==> src/rtl/ahb_req_arbiter_pkg.sv <==
// Shared types and helpers for the AHB request arbiter.
package ahb_arb_pkg;

  typedef enum logic [1:0] {
    ARB_IDLE  = 2'd0,
    ARB_ISSUE = 2'd1,
    ARB_WAIT  = 2'd2
  } arb_state_t;

  localparam logic [2:0] BURST_SINGLE = 3'b000;
  localparam logic [2:0] BURST_INCR4  = 3'b001;
  localparam logic [2:0] BURST_INCR8  = 3'b010;
  localparam logic [2:0] BURST_INCR16 = 3'b011;

  // Undefined burst codes are treated as a single beat.
  function automatic logic [4:0] burst_beats(input logic [2:0] burst);
    case (burst)
      BURST_SINGLE: burst_beats = 5'd1;
      BURST_INCR4:  burst_beats = 5'd4;
      BURST_INCR8:  burst_beats = 5'd8;
      BURST_INCR16: burst_beats = 5'd16;
      default:      burst_beats = 5'd1;
    endcase
  endfunction

endpackage

==> src/rtl/ahb_req_arbiter_if.sv <==
// Core-side AHB manager request/response bundle between the arbiter and the manager.
interface ahb_req_arbiter_if #(
  parameter int ADDR_WIDTH = 32,
  parameter int DATA_WIDTH = 32
);
  logic                  m_req_read;
  logic                  m_req_write;
  logic [ADDR_WIDTH-1:0] m_req_addr;
  logic [DATA_WIDTH-1:0] m_req_wdata;
  logic [2:0]            m_req_size;
  logic [2:0]            m_req_burst;
  logic                  m_req_ready;
  logic                  m_resp_valid;
  logic [DATA_WIDTH-1:0] m_resp_rdata;

  modport master (
    output m_req_read, m_req_write, m_req_addr, m_req_wdata, m_req_size, m_req_burst,
    input  m_req_ready, m_resp_valid, m_resp_rdata
  );

  modport slave (
    input  m_req_read, m_req_write, m_req_addr, m_req_wdata, m_req_size, m_req_burst,
    output m_req_ready, m_resp_valid, m_resp_rdata
  );
endinterface

==> src/rtl/ahb_req_arbiter_rr_pick.sv <==
// Combinational round-robin picker: first set request searching from ptr+1, wrapping.
module rr_pick #(
  parameter  int N  = 2,
  localparam int IW = (N > 1) ? $clog2(N) : 1
) (
  input  logic [N-1:0]  i_req,
  input  logic [IW-1:0] i_ptr,
  output logic          o_gnt_valid,
  output logic [IW-1:0] o_gnt_idx
);

  logic [IW-1:0] w_j;

  always_comb begin
    o_gnt_valid = 1'b0;
    o_gnt_idx   = '0;
    w_j         = '0;
    for (int unsigned k = 1; k <= N; k++) begin
      w_j = IW'((32'(i_ptr) + k) % 32'(N));
      if (!o_gnt_valid && i_req[w_j]) begin
        o_gnt_valid = 1'b1;
        o_gnt_idx   = w_j;
      end
    end
  end

endmodule

==> src/rtl/ahb_req_arbiter.sv <==
// Round-robin arbiter sharing one AHB manager request port between NUM_REQ requesters,
// with registered request hold, read-response routing and a WAIT timeout.
module ahb_req_arbiter
  import ahb_arb_pkg::*;
#(
  parameter  int NUM_REQ    = 2,
  parameter  int ADDR_WIDTH = 32,
  parameter  int DATA_WIDTH = 32,
  parameter  int TIMEOUT    = 255,
  localparam int IW         = $clog2(NUM_REQ)
) (
  input  logic                          HCLK,
  input  logic                          HRESET,
  input  logic [NUM_REQ-1:0]            rq_valid,
  input  logic [NUM_REQ-1:0]            rq_write,
  input  logic [NUM_REQ*ADDR_WIDTH-1:0] rq_addr,
  input  logic [NUM_REQ*DATA_WIDTH-1:0] rq_wdata,
  input  logic [NUM_REQ*3-1:0]          rq_size,
  input  logic [NUM_REQ*3-1:0]          rq_burst,
  output logic [NUM_REQ-1:0]            rq_accept,
  output logic [NUM_REQ-1:0]            rq_resp_valid,
  output logic [DATA_WIDTH-1:0]         rq_rdata,
  output logic [NUM_REQ-1:0]            rq_err,
  ahb_req_arbiter_if.master             m,
  output logic                          busy,
  output logic [IW-1:0]                 owner
);

  localparam logic [7:0] TMO_LIMIT = 8'(TIMEOUT);

  arb_state_t            r_state;
  logic [IW-1:0]         r_rr_ptr;
  logic [IW-1:0]         r_owner;
  logic                  r_wr;
  logic [ADDR_WIDTH-1:0] r_addr;
  logic [DATA_WIDTH-1:0] r_wdata;
  logic [2:0]            r_size;
  logic [2:0]            r_burst;
  logic [4:0]            r_beats;
  logic [7:0]            r_tmo;
  logic                  r_seen_low;

  logic                  w_gnt_valid;
  logic [IW-1:0]         w_gnt_idx;
  logic [NUM_REQ-1:0]    w_gnt_oh;
  logic [NUM_REQ-1:0]    w_owner_oh;
  logic                  w_beat;
  logic                  w_wr_done;
  logic                  w_tmo;

  rr_pick #(.N(NUM_REQ)) u_pick (
    .i_req       (rq_valid),
    .i_ptr       (r_rr_ptr),
    .o_gnt_valid (w_gnt_valid),
    .o_gnt_idx   (w_gnt_idx)
  );

  assign w_gnt_oh   = {{(NUM_REQ-1){1'b0}}, 1'b1} << w_gnt_idx;
  assign w_owner_oh = {{(NUM_REQ-1){1'b0}}, 1'b1} << r_owner;

  assign w_beat    = (r_state == ARB_WAIT) && !r_wr && m.m_resp_valid;
  assign w_wr_done = (r_state == ARB_WAIT) && r_wr && r_seen_low && m.m_req_ready;
  assign w_tmo     = (r_state == ARB_WAIT) && (r_tmo == TMO_LIMIT) && !w_beat && !w_wr_done;

  // Accept is combinational from IDLE, so it must also be masked while reset is held.
  assign rq_accept     = (r_state == ARB_IDLE && w_gnt_valid && !HRESET) ? w_gnt_oh : '0;
  assign rq_resp_valid = w_beat ? w_owner_oh : '0;
  assign rq_rdata      = w_beat ? m.m_resp_rdata : '0;
  assign rq_err        = w_tmo ? w_owner_oh : '0;

  assign m.m_req_read  = (r_state == ARB_ISSUE) && !r_wr;
  assign m.m_req_write = (r_state == ARB_ISSUE) && r_wr;
  assign m.m_req_addr  = r_addr;
  assign m.m_req_wdata = r_wdata;
  assign m.m_req_size  = r_size;
  assign m.m_req_burst = r_burst;

  assign busy  = (r_state != ARB_IDLE);
  assign owner = r_owner;

  always_ff @(posedge HCLK or posedge HRESET) begin
    if (HRESET) begin
      r_state    <= ARB_IDLE;
      r_rr_ptr   <= IW'(NUM_REQ - 1);
      r_owner    <= '0;
      r_wr       <= 1'b0;
      r_addr     <= '0;
      r_wdata    <= '0;
      r_size     <= '0;
      r_burst    <= '0;
      r_beats    <= '0;
      r_tmo      <= '0;
      r_seen_low <= 1'b0;
    end else begin
      unique case (r_state)
        ARB_IDLE: begin
          if (w_gnt_valid) begin
            r_state  <= ARB_ISSUE;
            r_owner  <= w_gnt_idx;
            r_rr_ptr <= w_gnt_idx;
            r_wr     <= rq_write[w_gnt_idx];
            r_addr   <= rq_addr[w_gnt_idx*ADDR_WIDTH +: ADDR_WIDTH];
            r_wdata  <= rq_wdata[w_gnt_idx*DATA_WIDTH +: DATA_WIDTH];
            r_size   <= rq_size[w_gnt_idx*3 +: 3];
            r_burst  <= rq_burst[w_gnt_idx*3 +: 3];
            r_beats  <= burst_beats(rq_burst[w_gnt_idx*3 +: 3]);
          end
        end
        ARB_ISSUE: begin
          r_state    <= ARB_WAIT;
          r_seen_low <= 1'b0;
          r_tmo      <= '0;
        end
        ARB_WAIT: begin
          if (r_wr && !m.m_req_ready) r_seen_low <= 1'b1;
          if (w_beat) begin
            r_beats <= r_beats - 5'd1;
            r_tmo   <= '0;
            if (r_beats == 5'd1) r_state <= ARB_IDLE;
          end else if (w_wr_done || w_tmo) begin
            r_state <= ARB_IDLE;
          end else begin
            r_tmo <= r_tmo + 8'd1;
          end
        end
        default: r_state <= ARB_IDLE;
      endcase
    end
  end

endmodule

==> src/flat_wrapper.sv <==
// flat-port wrapper written by rule: the top's interface ports become plain ports
module ahb_req_arbiter_flat import ahb_arb_pkg::*;
#(
  parameter  int NUM_REQ    = 2,
  parameter  int ADDR_WIDTH = 32,
  parameter  int DATA_WIDTH = 32,
  parameter  int TIMEOUT    = 255,
  localparam int IW         = $clog2(NUM_REQ)
)
  (HCLK, HRESET, rq_valid, rq_write, rq_addr, rq_wdata, rq_size, rq_burst, rq_accept, rq_resp_valid, rq_rdata, rq_err, busy, owner, m_m_req_read, m_m_req_write, m_m_req_addr, m_m_req_wdata, m_m_req_size, m_m_req_burst, m_m_req_ready, m_m_resp_valid, m_m_resp_rdata);
  ahb_req_arbiter_if #(.ADDR_WIDTH(ADDR_WIDTH), .DATA_WIDTH(DATA_WIDTH)) m_i ();
  input  logic HCLK;
  input  logic HRESET;
  input  logic [NUM_REQ-1:0] rq_valid;
  input  logic [NUM_REQ-1:0] rq_write;
  input  logic [NUM_REQ*ADDR_WIDTH-1:0] rq_addr;
  input  logic [NUM_REQ*DATA_WIDTH-1:0] rq_wdata;
  input  logic [NUM_REQ*3-1:0] rq_size;
  input  logic [NUM_REQ*3-1:0] rq_burst;
  output logic [NUM_REQ-1:0] rq_accept;
  output logic [NUM_REQ-1:0] rq_resp_valid;
  output logic [DATA_WIDTH-1:0] rq_rdata;
  output logic [NUM_REQ-1:0] rq_err;
  output logic busy;
  output logic [IW-1:0] owner;
  output wire logic [$bits(m_i.m_req_read)-1:0] m_m_req_read;
  output wire logic [$bits(m_i.m_req_write)-1:0] m_m_req_write;
  output wire logic [$bits(m_i.m_req_addr)-1:0] m_m_req_addr;
  output wire logic [$bits(m_i.m_req_wdata)-1:0] m_m_req_wdata;
  output wire logic [$bits(m_i.m_req_size)-1:0] m_m_req_size;
  output wire logic [$bits(m_i.m_req_burst)-1:0] m_m_req_burst;
  input wire logic [$bits(m_i.m_req_ready)-1:0] m_m_req_ready;
  input wire logic [$bits(m_i.m_resp_valid)-1:0] m_m_resp_valid;
  input wire logic [$bits(m_i.m_resp_rdata)-1:0] m_m_resp_rdata;
  assign m_m_req_read = m_i.m_req_read;
  assign m_m_req_write = m_i.m_req_write;
  assign m_m_req_addr = m_i.m_req_addr;
  assign m_m_req_wdata = m_i.m_req_wdata;
  assign m_m_req_size = m_i.m_req_size;
  assign m_m_req_burst = m_i.m_req_burst;
  assign m_i.m_req_ready = m_m_req_ready;
  assign m_i.m_resp_valid = m_m_resp_valid;
  assign m_i.m_resp_rdata = m_m_resp_rdata;
  ahb_req_arbiter #(.NUM_REQ(NUM_REQ), .ADDR_WIDTH(ADDR_WIDTH), .DATA_WIDTH(DATA_WIDTH), .TIMEOUT(TIMEOUT)) u_core (.HCLK(HCLK), .HRESET(HRESET), .rq_valid(rq_valid), .rq_write(rq_write), .rq_addr(rq_addr), .rq_wdata(rq_wdata), .rq_size(rq_size), .rq_burst(rq_burst), .rq_accept(rq_accept), .rq_resp_valid(rq_resp_valid), .rq_rdata(rq_rdata), .rq_err(rq_err), .m(m_i), .busy(busy), .owner(owner));
endmodule
==> config.mk <==
export PLATFORM = sky130hd
export DESIGN_NAME = ahb_req_arbiter_flat
export DESIGN_NICKNAME = d
export VERILOG_FILES = /design/src/rtl/ahb_req_arbiter_pkg.sv /design/src/rtl/ahb_req_arbiter_if.sv /design/src/rtl/ahb_req_arbiter_rr_pick.sv /design/src/rtl/ahb_req_arbiter.sv /design/src/flat_wrapper.sv
export SDC_FILE = /design/constraint.sdc
export NUM_CORES = 1
export LEC_CHECK = 0
export ABC_CLOCK_PERIOD_IN_PS = 5600
export CAP_MARGIN = 10
export CORE_AREA = 2 2 112 114
export CTS_CLUSTER_DIAMETER = 100
export CTS_CLUSTER_SIZE = 10
export DETAILED_ROUTE_END_ITERATION = 8
export DIE_AREA = 0 0 114 116
export PLACE_DENSITY_LB_ADDON = 0.25
export SLEW_MARGIN = 25
export SYNTH_ARGS = -nofsm -noshare
export SYNTH_HDL_FRONTEND = slang
export SYNTH_HIERARCHICAL = 1
export SYNTH_SLANG_ARGS = --single-unit
==> constraint.sdc <==
create_clock -name HCLK -period 5.6 [get_ports HCLK]
set_input_delay 1.12 -clock HCLK [delete_from_list [all_inputs] [get_ports HCLK]]
set_output_delay 1.12 -clock HCLK [all_outputs]
set_load 0.005 [all_outputs]
# Yosys cells after proc, flatten, opt, wreduce, memory -nomap -nowiden

Index checks and enable logic that the tools add are counted.

$add $sub $neg: 4
$mul: 1
$lt $le $gt $ge: 3
Equal/unequal tests: 13
Shift-type cells: 6
Multiplexer cells: 28
Reduce and logical (&&, ||, !) cells: 30

Operators by type and width:

| operator            | count |
|---|---|
| $shiftx 64x7->32    | 2 |
| $mux 32             | 1 |
| $mux 8              | 2 |
| $pmux 8 s2          | 1 |
| $pmux 5 s3          | 1 |
| $logic_and 1x1->1   | 14 |
| $mux 2              | 7 |
| $shiftx 6x4->3      | 2 |
| $mux 1              | 11 |
| $mux 5              | 2 |
| $pmux 5 s2          | 1 |
| $add 8x1->8 const B | 1 |
| $eq 8x8->1 const B  | 1 |
| $eq 3x2->1 const B  | 2 |
| $logic_not 1->1     | 6 |
| $lt 1x2->1 const B  | 3 |
| $ne 3x2->1 const B  | 2 |
| $pmux 2 s3          | 1 |
| $reduce_and 2->1    | 3 |
| $reduce_and 3->1    | 2 |
| $reduce_bool 2->1   | 3 |
| $eq 5x1->1 const B  | 1 |
| $sub 5x1->5 const B | 1 |
| $ne 2x1->1 const B  | 2 |
| other kinds (11)    | 13 |

Flip-flop bits (word level): 89
Bits of input ports: 180
Output and inout bits: 112
Logic and storage cells: 96

# Logic depth before layout (Yosys ltp)

Depth in word-level cells: 13
Mapped depth: 8
Depth with buffers taken out: 6

# Hierarchy

Netlist, hierarchy kept.

Modules (own cells, without submodules):

| module          | instances | cells each | area an instance (um^2) | sequential area each (um^2) |
|---|---|---|---|---|
| ahb_req_arbiter | 1         | 485        | 4707.0                  | 2228.4 |
| rr_pick         | 1         | 2          | 13.8                    | 0.0 |

# Least setup slack after synthesis

Ideal clock, no wire load.

Path type: in2out
From: input port HRESET
To: output port rq_accept[1]
Data arrival time: 3.356 ns
Required time: 4.480 ns
Slack: 1.124 ns
Cell stages on the path: 2
Cells stage by stage: inv_1 -> and3_1

Word-level cells in the longest chain between the ends: 3

RTL lines:

| what               | RTL line              | RTL |
|---|---|---|
| start: declaration | flat_wrapper.sv:13    | `input logic HRESET;` |
| $logic_not 1->1    | ahb_req_arbiter.sv:66 | `assign rq_accept = (r_state == ARB_IDLE && w_gnt_valid && !HRESET) ? w_gnt_oh : '0;` |
| $logic_and 1x1->1  | ahb_req_arbiter.sv:66 |  |
| $mux 2             | ahb_req_arbiter.sv:66 |  |
| end: declaration   | flat_wrapper.sv:20    | `output logic [NUM_REQ-1:0] rq_accept;` |

Every way passes these cells.

# Worst setup path in the final report

From: input port m_m_resp_valid
To: output port rq_err[1]

Word-level cells in the longest chain between the ends: 5

RTL lines:

| what                           | RTL line              | RTL |
|---|---|---|
| start: declaration             | flat_wrapper.sv:33    | `input wire logic [$bits(m_i.m_resp_valid)-1:0] m_m_resp_valid;` |
| $logic_and 1x1->1              | ahb_req_arbiter.sv:61 | `assign w_beat = (r_state == ARB_WAIT) && !r_wr && m.m_resp_valid;` |
| $logic_not 1->1                | ahb_req_arbiter.sv:63 | `assign w_tmo = (r_state == ARB_WAIT) && (r_tmo == TMO_LIMIT) && !w_beat && !w_wr_done;` |
| $logic_and 1x1->1 (2 in a row) | ahb_req_arbiter.sv:63 |  |
| $mux 2                         | ahb_req_arbiter.sv:69 | `assign rq_err = w_tmo ? w_owner_oh : '0;` |
| end: declaration               | flat_wrapper.sv:23    | `output logic [NUM_REQ-1:0] rq_err;` |

Every way passes these cells.

==> metrics <==
drt wl/cell 17.0 um; Max rail drop VDD 0.256 mV; worst path cell trace clkdlybuf4s50_1 -> nor2b_4 -> nor2_2 -> and4_1 -> clkdlybuf4s50_1; fillers 975; vias in the first global route 4684; DR pass1 iterations 4; main combinational cell family by area after synthesis simple AND/OR/NAND/NOR gates; Hold Path End u_core/m.m_req_size[2]; CTS Buf Count 9; flops & latches, synth 89; final setup margin 1460 ps; CP Class in2out; status completed; RSZ-0062 raised after global routing false; Hold Violations, Final 0; FF-to-FF path depth 6; sequential share of the synthesized area 0.472; post-route cell area 0.00803 mm^2; Post-CTS Setup Repair Bufs 0; PortBufs 291; Final Net Count 946; Synth Area in Simple Gates 0.175; largest net degree at the start of global routing 111; Critical R2R Capture u_core/r_beats[4]; final setup violation count 0; min Tclk post-route 4140 ps; setup TNS 0 ps; relative slew slack 0.410; area of the multi-input gates 0.00230 mm^2; Post-synth EDFFs 0; Initial Utilization 0.396; Avg Cell Area, Syn 9.69 um^2; initial antenna violation count 0; area leader, netlist dfrtp_1; Worst EP required 4480 ps; CP Launch Type input pin; RR Startpoint u_core/r_state[0]; Post-synth top flop dfrtp_1; worst hold path depth 2; # diodes 0; Slowest cell on crit path nor2b_4; Worst-Margin Slew 885 ps; worst-case clock buffer depth 2; WP data arrival 3020 ps; Core ar. 0.0119 mm^2; CP bufs+invs 2; largest cells by area after synthesis dfrtp_1 (47%), mux2i_1 (16%), o21ai_0 (7.6%); Hold Crit Start u_core/m.m_req_size[2]; Via Count 4564; CTS tree done; Tot GR Track Use 0.233; FFs w/ async S/R, synth 1.00; CTS-repair resized insts 0; routability cong. 0.842; Root Driver clkbuf_16; post-synthesis mux area share 0.164; DIE AREA 0.0132 mm^2; clk sinks 89; leakage power 0.00354 uW; Detail Route Antenna Nets 0; die height 116 um; crit share post-route 0.740; Mapped Cells 487; most frequent CP cell clkdlybuf4s50_1; register area 0.00223 mm^2; Hold WC Path Type reg2reg; mapped cell area 0.00472 mm^2; CP peak stage delay 590 ps; share of the synthesized area in the top cell type 0.466; fmax 241 MHz; WL final 15.5 mm; # DRC 0; Pwr Density 424 mW/mm^2; leading cell types in the layout, fill and taps excluded clkdlybuf4s50_1 (291), dfrtp_1 (88), nand2_1 (86), mux2i_1 (74), o21ai_0 (72); io pins 292; Slew Viols, Final 0; internal reg-to-reg setup slack 3210 ps; commonest non-fill, non-tap cell in the layout clkdlybuf4s50_1; Synth Area in XOR/XNOR 0; Clock Skews 7.79 ps; layout cells sized above 1 0.0471; DRT iter0 DRCs 239; global-route wire length before repair 23.8 mm; Yosys warning count 6; Skew-Pair Late Insertion Delay 340 ps; cell family with most CP delay simple AND/OR/NAND/NOR gates; Synth Area in Compound Gates 0.124; DP HPWL 12.0 mm; chip width 114 um; CP Capture Type output pin; cell count along the critical path 5; clock slew at reported path FFs 60 ps; max_cap viols 0; Via density 5.01; synthesized net count 674; Core Rows 40; placed cell areas 0.00769 mm^2; GRT overflow 0; Worst Path Max Fanout 38; Synth Area in Adders 0.0186; synth-to-layout area growth 70.0%; hold buffer count at CTS 0; H-tree Lvls 3; Yosys cell types 51; Placement Setup Slack 1120 ps
[through the flow]
| step | std cells | hold WS (ps) | total power (uW) | util |
|---|---|---|---|---|
| 2_1_floorplan | 487 | 439 | 1860 | - |
| 3_3_place_gp | 895 | 460 | 2710 | 0.646 |
| 3_5_place_dp | 895 | 470 | 2760 | 0.646 |
| 4_1_cts | 911 | 485 | 3440 | 0.673 |
| 5_1_grt | 911 | 498 | 3660 | 0.674 |
| 6_report | 911 | 479 | 3410 | 0.674 |
[report_power, final]
part,switching (uW),total (uW),internal (uW)
combinational,753,1630,880
sequential,178,1110,934
clock,255,662,407
total,1190,3410,2220
[Yosys cell counts (2+ instances only)]
cell,count
o31ai_1,2
mux2_2,3
dfrtp_1,88
nor3_1,6
nand4_1,3
nand2_1,87
buf_6,3
nor2_2,2
mux2i_1,74
clkbuf_1,21
or2_1,2
nand2b_1,6
and2_1,3
nand3_1,5
ha_1,7
o21ai_0,72
buf_2,4
nor2_1,8
buf_4,6
a21oi_1,5
inv_1,11
and3_1,35
a221o_1,2
nor4_1,3
a211oi_1,3
[layer usage]
metal / global-route usage / wire length, um / vias to the layer above
li1: - / - / 2248
met1: 0.263 / 5970 / 2124
met2: 0.409 / 7960 / 167
met3: 0.0743 / 1210 / 25
met4: 0.0992 / 376 / 0
met5: 0 / 0 / -
[layout make-up]
class                           instances  area share
Clock buffer                           11      0.0302
Clock inverter                          5      0.0106
Inverter                               12     0.00577
Multi-Input combinational cell        352       0.286
Sequential cell                        89       0.278
Tap cell                              147      0.0229
Timing Repair Buffer                  295       0.367
[flip-flops by register name, summed over array words and instances (netlist names)]
| signal | cells |
|---|---|
| u_core/m.m_req_wdata | 32 |
| u_core/r_rr_ptr | 1 |
| u_core/m.m_req_burst | 3 |
| u_core/owner | 1 |
| u_core/m.m_req_size | 3 |
| u_core/m.m_req_addr | 32 |
| u_core/r_beats | 5 |
| u_core/r_seen_low | 1 |
| u_core/r_tmo | 8 |
| u_core/r_state | 2 |
| u_core/r_wr | 1 |
[kinds of logic (layout without fill, tap and decap cells)]
| logic type | after synthesis | after routing |
|---|---|---|
| DFF | 89 | 89 |
| and+or+nand+nor | 168 | 168 |
| muxes | 77 | 77 |
| buffers and inverters | 46 | 323 |
| AOI/OAI and AO/OA | 100 | 100 |
| adders and majority gates | 7 | 7 |
[worst max path at each step]
| stage | slack [ps] | start | endpoint |
|---|---|---|---|
| 6_report | 1460 | m_m_resp_valid | rq_err[1] |
| 5_1_grt | 1340 | m_m_resp_valid | rq_err[1] |
| 4_1_cts | 1120 | m_m_resp_valid | rq_resp_valid[0] |
| 3_5_place_dp | 1120 | m_m_resp_valid | rq_resp_valid[0] |
| 3_3_place_gp | 1230 | m_m_resp_valid | rq_resp_valid[0] |
| 2_1_floorplan | 1120 | HRESET | rq_accept[1] |
[worst reg2reg max path, stage by stage (launching register included)]
cell and delay, ps:
dfrtp_1 400, inv_1 110, ha_2 630, inv_2 230, o211ai_2 480, o21ai_1 140
a221o_1 300
Note: power is estimated with default switching activity, not from simulation.
